### src/rtl/half_pkg.sv
// Shared binary16 definitions for the half-precision vector stages.
package half_pkg;

  typedef logic [15:0] half_t;

  localparam half_t HALF_NEG_INF = 16'hFC00;
  localparam half_t HALF_ZERO    = 16'h0000;

  typedef enum logic [1:0] {
    COLLECT_IDLE,
    COLLECT_OUT,
    COLLECT_FULL
  } collect_state_t;

endpackage

### src/rtl/half_vector_collect_if.sv
// Stream-in / vector-out handshake bundle for half_vector_collect.
// HALF_VECTOR_COLLECT_FLUSH_EN adds the in_last short-vector marker.
interface half_vector_collect_if #(
  parameter int WIDTH = 16
);

  logic                in_valid;
  logic                in_ready;
  half_pkg::half_t     in_data;
`ifdef HALF_VECTOR_COLLECT_FLUSH_EN
  logic                in_last;
`endif
  logic                out_valid;
  logic                out_ready;
  half_pkg::half_t     out_vector [WIDTH];

  modport master (
    output in_valid, in_data,
`ifdef HALF_VECTOR_COLLECT_FLUSH_EN
    output in_last,
`endif
    output out_ready,
    input  in_ready, out_valid, out_vector
  );

  modport slave (
    input  in_valid, in_data,
`ifdef HALF_VECTOR_COLLECT_FLUSH_EN
    input  in_last,
`endif
    input  out_ready,
    output in_ready, out_valid, out_vector
  );

endinterface

### src/rtl/half_vector_bank.sv
// WIDTH x binary16 register bank: single-lane write, whole-bank load,
// and padding of every lane above lane_idx with HALF_NEG_INF.
module half_vector_bank
  import half_pkg::*;
#(
  parameter  int WIDTH  = 16,
  localparam int LANE_W = $clog2(WIDTH)
) (
  input  logic              clk,
  input  logic              rst,
  input  logic              lane_we,
  input  logic [LANE_W-1:0] lane_idx,
  input  half_t             lane_data,
  input  logic              pad_en,
  input  logic              load_en,
  input  half_t             load_data [WIDTH],
  output half_t             q [WIDTH]
);

  always_ff @(posedge clk or posedge rst) begin
    if (rst) begin
      for (int i = 0; i < WIDTH; i++) q[i] <= HALF_ZERO;
    end else if (load_en) begin
      q <= load_data;
    end else begin
      for (int i = 0; i < WIDTH; i++) begin
        if (lane_we && LANE_W'(i) == lane_idx) q[i] <= lane_data;
        else if (pad_en && LANE_W'(i) > lane_idx) q[i] <= HALF_NEG_INF;
      end
    end
  end

endmodule

### src/rtl/half_vector_collect.sv
// Packs a serial binary16 stream into WIDTH-lane vectors, double buffered.
// HALF_VECTOR_COLLECT_FLUSH_EN enables in_last early completion with -inf padding.
module half_vector_collect
  import half_pkg::*;
#(
  parameter int WIDTH = 16
) (
  input logic                   clk,
  input logic                   rst,
  half_vector_collect_if.slave  bus
);

  localparam int                LANE_W    = $clog2(WIDTH);
  localparam logic [LANE_W-1:0] LAST_LANE = LANE_W'(WIDTH - 1);

  collect_state_t    state, state_next;
  logic [LANE_W-1:0] lane_cnt;
  logic              accept, last, complete, out_load;
  half_t             fill_q    [WIDTH];
  half_t             out_q     [WIDTH];
  half_t             assembled [WIDTH];
  half_t             load_data [WIDTH];

`ifdef HALF_VECTOR_COLLECT_FLUSH_EN
  assign last = bus.in_last;
`else
  assign last = 1'b0;
`endif

  assign bus.in_ready   = !rst && (state != COLLECT_FULL);
  assign bus.out_valid  = (state != COLLECT_IDLE);
  assign bus.out_vector = out_q;
  assign accept         = bus.in_valid && bus.in_ready;
  assign complete       = accept && (last || lane_cnt == LAST_LANE);

  // Fill bank contents with the incoming lane merged in, for direct hand-off.
  always_comb begin
    for (int i = 0; i < WIDTH; i++) begin
      if (LANE_W'(i) == lane_cnt) assembled[i] = bus.in_data;
      else if (last && LANE_W'(i) > lane_cnt) assembled[i] = HALF_NEG_INF;
      else assembled[i] = fill_q[i];
    end
  end

  always_comb begin
    state_next = state;
    out_load   = 1'b0;
    load_data  = assembled;
    case (state)
      COLLECT_IDLE: begin
        if (complete) begin
          state_next = COLLECT_OUT;
          out_load   = 1'b1;
        end
      end
      COLLECT_OUT: begin
        if (complete && bus.out_ready) out_load = 1'b1;
        else if (complete) state_next = COLLECT_FULL;
        else if (bus.out_ready) state_next = COLLECT_IDLE;
      end
      COLLECT_FULL: begin
        if (bus.out_ready) begin
          state_next = COLLECT_OUT;
          out_load   = 1'b1;
          load_data  = fill_q;
        end
      end
      default: state_next = COLLECT_IDLE;
    endcase
  end

  always_ff @(posedge clk or posedge rst) begin
    if (rst) state <= COLLECT_IDLE;
    else     state <= state_next;
  end

  always_ff @(posedge clk or posedge rst) begin
    if (rst)           lane_cnt <= '0;
    else if (complete) lane_cnt <= '0;
    else if (accept)   lane_cnt <= lane_cnt + 1'b1;
  end

  // Every accepted lane lands in the fill bank; it only matters when the output is busy.
  half_vector_bank #(.WIDTH(WIDTH)) u_fill_bank (
    .clk       (clk),
    .rst       (rst),
    .lane_we   (accept),
    .lane_idx  (lane_cnt),
    .lane_data (bus.in_data),
    .pad_en    (accept && last),
    .load_en   (1'b0),
    .load_data (assembled),
    .q         (fill_q)
  );

  half_vector_bank #(.WIDTH(WIDTH)) u_out_bank (
    .clk       (clk),
    .rst       (rst),
    .lane_we   (1'b0),
    .lane_idx  (lane_cnt),
    .lane_data (bus.in_data),
    .pad_en    (1'b0),
    .load_en   (out_load),
    .load_data (load_data),
    .q         (out_q)
  );

endmodule

### src/flat_wrapper.sv
// flat-port wrapper written by rule: the top's interface ports become plain ports
module half_vector_collect_flat import half_pkg::*;
#(
  parameter int WIDTH = 16
)
  (clk, rst, bus_in_valid, bus_in_data, bus_out_ready, bus_in_ready, bus_out_valid, bus_out_vector);
  half_vector_collect_if #(.WIDTH(WIDTH)) bus_i ();
  input logic clk;
  input logic rst;
  input wire logic [$bits(bus_i.in_valid)-1:0] bus_in_valid;
  input wire logic [$bits(bus_i.in_data)-1:0] bus_in_data;
  input wire logic [$bits(bus_i.out_ready)-1:0] bus_out_ready;
  output wire logic [$bits(bus_i.in_ready)-1:0] bus_in_ready;
  output wire logic [$bits(bus_i.out_valid)-1:0] bus_out_valid;
  output wire logic [$bits(bus_i.out_vector)-1:0] bus_out_vector;
  assign bus_i.in_valid = bus_in_valid;
  assign bus_i.in_data = bus_in_data;
  assign bus_i.out_ready = bus_out_ready;
  assign bus_in_ready = bus_i.in_ready;
  assign bus_out_valid = bus_i.out_valid;
  assign bus_out_vector = {>>{bus_i.out_vector}};
  half_vector_collect #(.WIDTH(WIDTH)) u_core (.clk(clk), .rst(rst), .bus(bus_i));
endmodule
### config.mk
export PLATFORM = sky130hd
export DESIGN_NAME = half_vector_collect_flat
export DESIGN_NICKNAME = d
export VERILOG_FILES = /design/src/rtl/half_pkg.sv /design/src/rtl/half_vector_collect_if.sv /design/src/rtl/half_vector_bank.sv /design/src/rtl/half_vector_collect.sv /design/src/flat_wrapper.sv
export SDC_FILE = /design/constraint.sdc
export NUM_CORES = 1
export LEC_CHECK = 0
export ABC_AREA = 1
export BUFFER_PORTS_ARGS = -buffer_cell sky130_fd_sc_hd__buf_2
export CORE_ASPECT_RATIO = 1.5
export CORE_MARGIN = 2
export CORE_UTILIZATION = 58
export CTS_CLUSTER_DIAMETER = 200
export DETAILED_ROUTE_END_ITERATION = 10
export MAX_ROUTING_LAYER = met4
export PLACE_DENSITY_LB_ADDON = 0.3
export SLEW_MARGIN = 20
export SYNTH_ARGS = -nofsm -noshare
export SYNTH_HDL_FRONTEND = slang
export SYNTH_SLANG_ARGS = --single-unit
### constraint.sdc
create_clock -name clk -period 20.8 [get_ports clk]
set_input_delay 1.04 -clock clk [delete_from_list [all_inputs] [get_ports clk]]
set_output_delay 1.04 -clock clk [all_outputs]
set_load 0.02 [all_outputs]
==> impl_metrics.json <==
{
  "synthDistinctLibCells": 21,
  "fin_util_pct": 66.60,
  "hold_viol_final": 0,
  "rsz0062_at_grt": "false",
  "p_switching_uw": 1607,
  "power_uw": 4067,
  "antenna_found_initial": 0,
  "n_antenna_cell": 0,
  "drive_gt1_share_pct": 13.20,
  "hold_buffers": 0,
  "leakagePower_uw": 0.01388,
  "power.share.switching_pct": 39.51,
  "die_width_microns": 166.5,
  "overflow": 0,
  "via_count": 20700,
  "setup_slack_ps": 16260,
  "worstPathRequired_ps": 21260,
  "status": "finished clean",
  "route.final.wire_length_mm": 71.09,
  "area_delta_synth_final_pct": 13.58,
  "worstSetupEndpointType": "flop",
  "finalSetupViolCount": 0,
  "clockBufferDepth": 3,
  "r2r_start": "u_core.state[1]",
  "grt_max_degree": 258,
  "htreeDepth": 2,
  "cts.repair.resized": 0,
  "post_cts_buffers": 0,
  "synthesis.nets": 2909,
  "avgSynthCellArea_sq_um": 7.967,
  "drt_iter0_drc": 2700,
  "io_buffers": 277,
  "post-place-ws_ps": 15670,
  "fin_crit_ps": 4540,
  "gp_congestion": 0.8928,
  "mostFrequentLayoutCells": "nand2_1 (1260), dfrtp_1 (518), buf_2 (277)",
  "fmax_mhz": 220.3,
  "p_int_uw": 2460,
  "synth_cells": 2885,
  "vdd_drop_max_uv": 108.4,
  "maxSlewHeadroom_pct": 14.98,
  "num_io_pins": 278,
  "seqPwrFrac_pct": 42.4,
  "nNetsFinal": 3066,
  "clockRootBuffer": "clkbuf_16",
  "drc": 0,
  "cts_buffers": 46,
  "numClockSinks": 518,
  "core_sq_um": 39200,
  "reg2reg_to": "u_core.u_out_bank.q[39]",
  "holdWs_ps": 476.9,
  "drt.antenna.violating_nets": 0,
  "path_max_fanout": 117,
  "fin_setup_tns_ps": 0,
  "start_kind": "primary input",
  "finClkSkew_ps": 13.83,
  "worst_pin_slew_ps": 1274,
  "path_cells": "buf_2 > inv_8 > nand3_2 > o21bai_4 > nand2_4 > buf_4 > buf_4 > nand2_1 > nand2_1",
  "final_common_cell": "nand2_1",
  "post-route-period-util_pct": 21.83,
  "cts_tree": "yes",
  "hold_path_class": "reg2reg",
  "worstSetupEndpoint": "u_core.u_out_bank.q[39]",
  "max_cap_viol_count": 0,
  "first_pass_iters": 6,
  "wl_per_cell_microns": 19.89,
  "clockPowerShare_pct": 21.8,
  "row_count": 89,
  "grt_usage_pct": 35.01,
  "cp_slowest_stage_delay_ps": 780,
  "crit_type": "in2reg",
  "r2r.worst_path.cells": 8,
  "slowest_stage": "nand3_2",
  "cp.arrival_ps": 5000,
  "vias_per_cell": 5.789,
  "grt_pass1_wl_mm": 109.1,
  "ys_seq_area_share_pct": 56.40,
  "clock_latency_ps": 580,
  "start_util_pct": 58.64,
  "clkTransAtPathRegs_ps": 60,
  "yosysWarningCount": 0,
  "dp_hpwl_mm": 42.45,
  "drv_slew": 0,
  "grt_pass1_vias": 19360,
  "die_area_sq_um": 41270,
  "dieHeight_microns": 247.8,
  "r2r_slack_ps": 16620,
  "syn_area_sq_um": 22980,
  "pwr_density_cell_nw_per_um2": 155.8,
  "startpoint": "rst",
  "pwr-share-comb_pct": 35.8,
  "ys_ff_latch": 518
}
[flip-flops by register name (all words and copies together) (netlist names)]
signal / count
u_core.state: 2
u_core.u_fill_bank.q: 256
u_core.u_out_bank.q: 256
u_core.lane_cnt: 4
[cell families after synthesis]
family                     after synthesis  synth area share (%)
DFF                                    518                 56.40
and+or+nand+nor                       1602                 28.88
xor gates and xnor gates                 1               0.03811
adders and majority gates                4                0.2178
AOI/OAI and AO/OA                      295                 6.483
buffers and inverters                  465                 7.980
[worst min path at each step]
stage	end	slack, ps	startpoint	cells after the start
floorplan	u_core.u_fill_bank.q[192]	450	u_core.u_fill_bank.q[192]	2
global placement	u_core.u_out_bank.q[208]	460	u_core.u_out_bank.q[208]	2
detailed placement	u_core.u_out_bank.q[152]	460	u_core.u_out_bank.q[152]	2
CTS	u_core.u_out_bank.q[224]	480	u_core.u_out_bank.q[224]	2
global route	u_core.u_out_bank.q[5]	500	u_core.u_out_bank.q[5]	2
finish	u_core.u_out_bank.q[200]	480	u_core.u_out_bank.q[200]	2
[layout make-up]
| type | instances | area (sq um) |
|---|---|---|
| Clock inverter | 11 | 155.1 |
| Timing Repair Buffer | 311 | 1702 |
| Inverter | 263 | 994.7 |
| Tap cell | 500 | 625.6 |
| Fill cell | 3206 | 13090 |
| Multi-Input combinational cell | 1902 | 8282 |
| Sequential cell | 518 | 12960 |
| Clock buffer | 70 | 1385 |
[layer usage]
metal  vias up  wire length [microns]  GRT usage [%]
met2      1234                  32200          52.49
met4         0                   4942          20.64
met5         -                      0              -
li1       9379                      -              -
met3       285                   7207          6.187
met1      9799                  26740          45.17
[worst max-delay path, delay by kind of cell]
kind,cells,cell delay (ps)
buffers and inverters,4,1820
AND/OR/NAND/NOR,4,1480
AO/OA/AOI/OAI,1,450
[synth_stat cells, drive strengths merged]
library cell,number,area share (%)
buf,66,1.5
nor2,66,1.1
ha,4,0.22
o21ai,248,5.4
inv,259,4.2
a21oi,46,1.0
clkinv,4,0.065
dfrtp,518,56
xor2,1,0.038
nand4,215,5.9
o21bai,1,0.082
clkbuf,136,2.2
nand2,1261,21
nor3,13,0.28
nand3,47,1.0
[per-stage QoR]
step	cells	instance area, sq um
floorplan	2885	22980
detailed placement	3492	24490
global placement	3492	24490
CTS	3573	26030
global route	3575	26110
finish	3575	26110
[power groups by stage]
stage	clock, uW	sequential [uW]	combinational, uW
2_1_floorplan	0	1960	714
3_3_place_gp	0	1720	1390
3_5_place_dp	0	1730	1440
4_1_cts	892	1720	1450
5_1_grt	932	1770	1630
6_report	886	1730	1460
No activity file was read; power rests on OpenSTA's default activity.
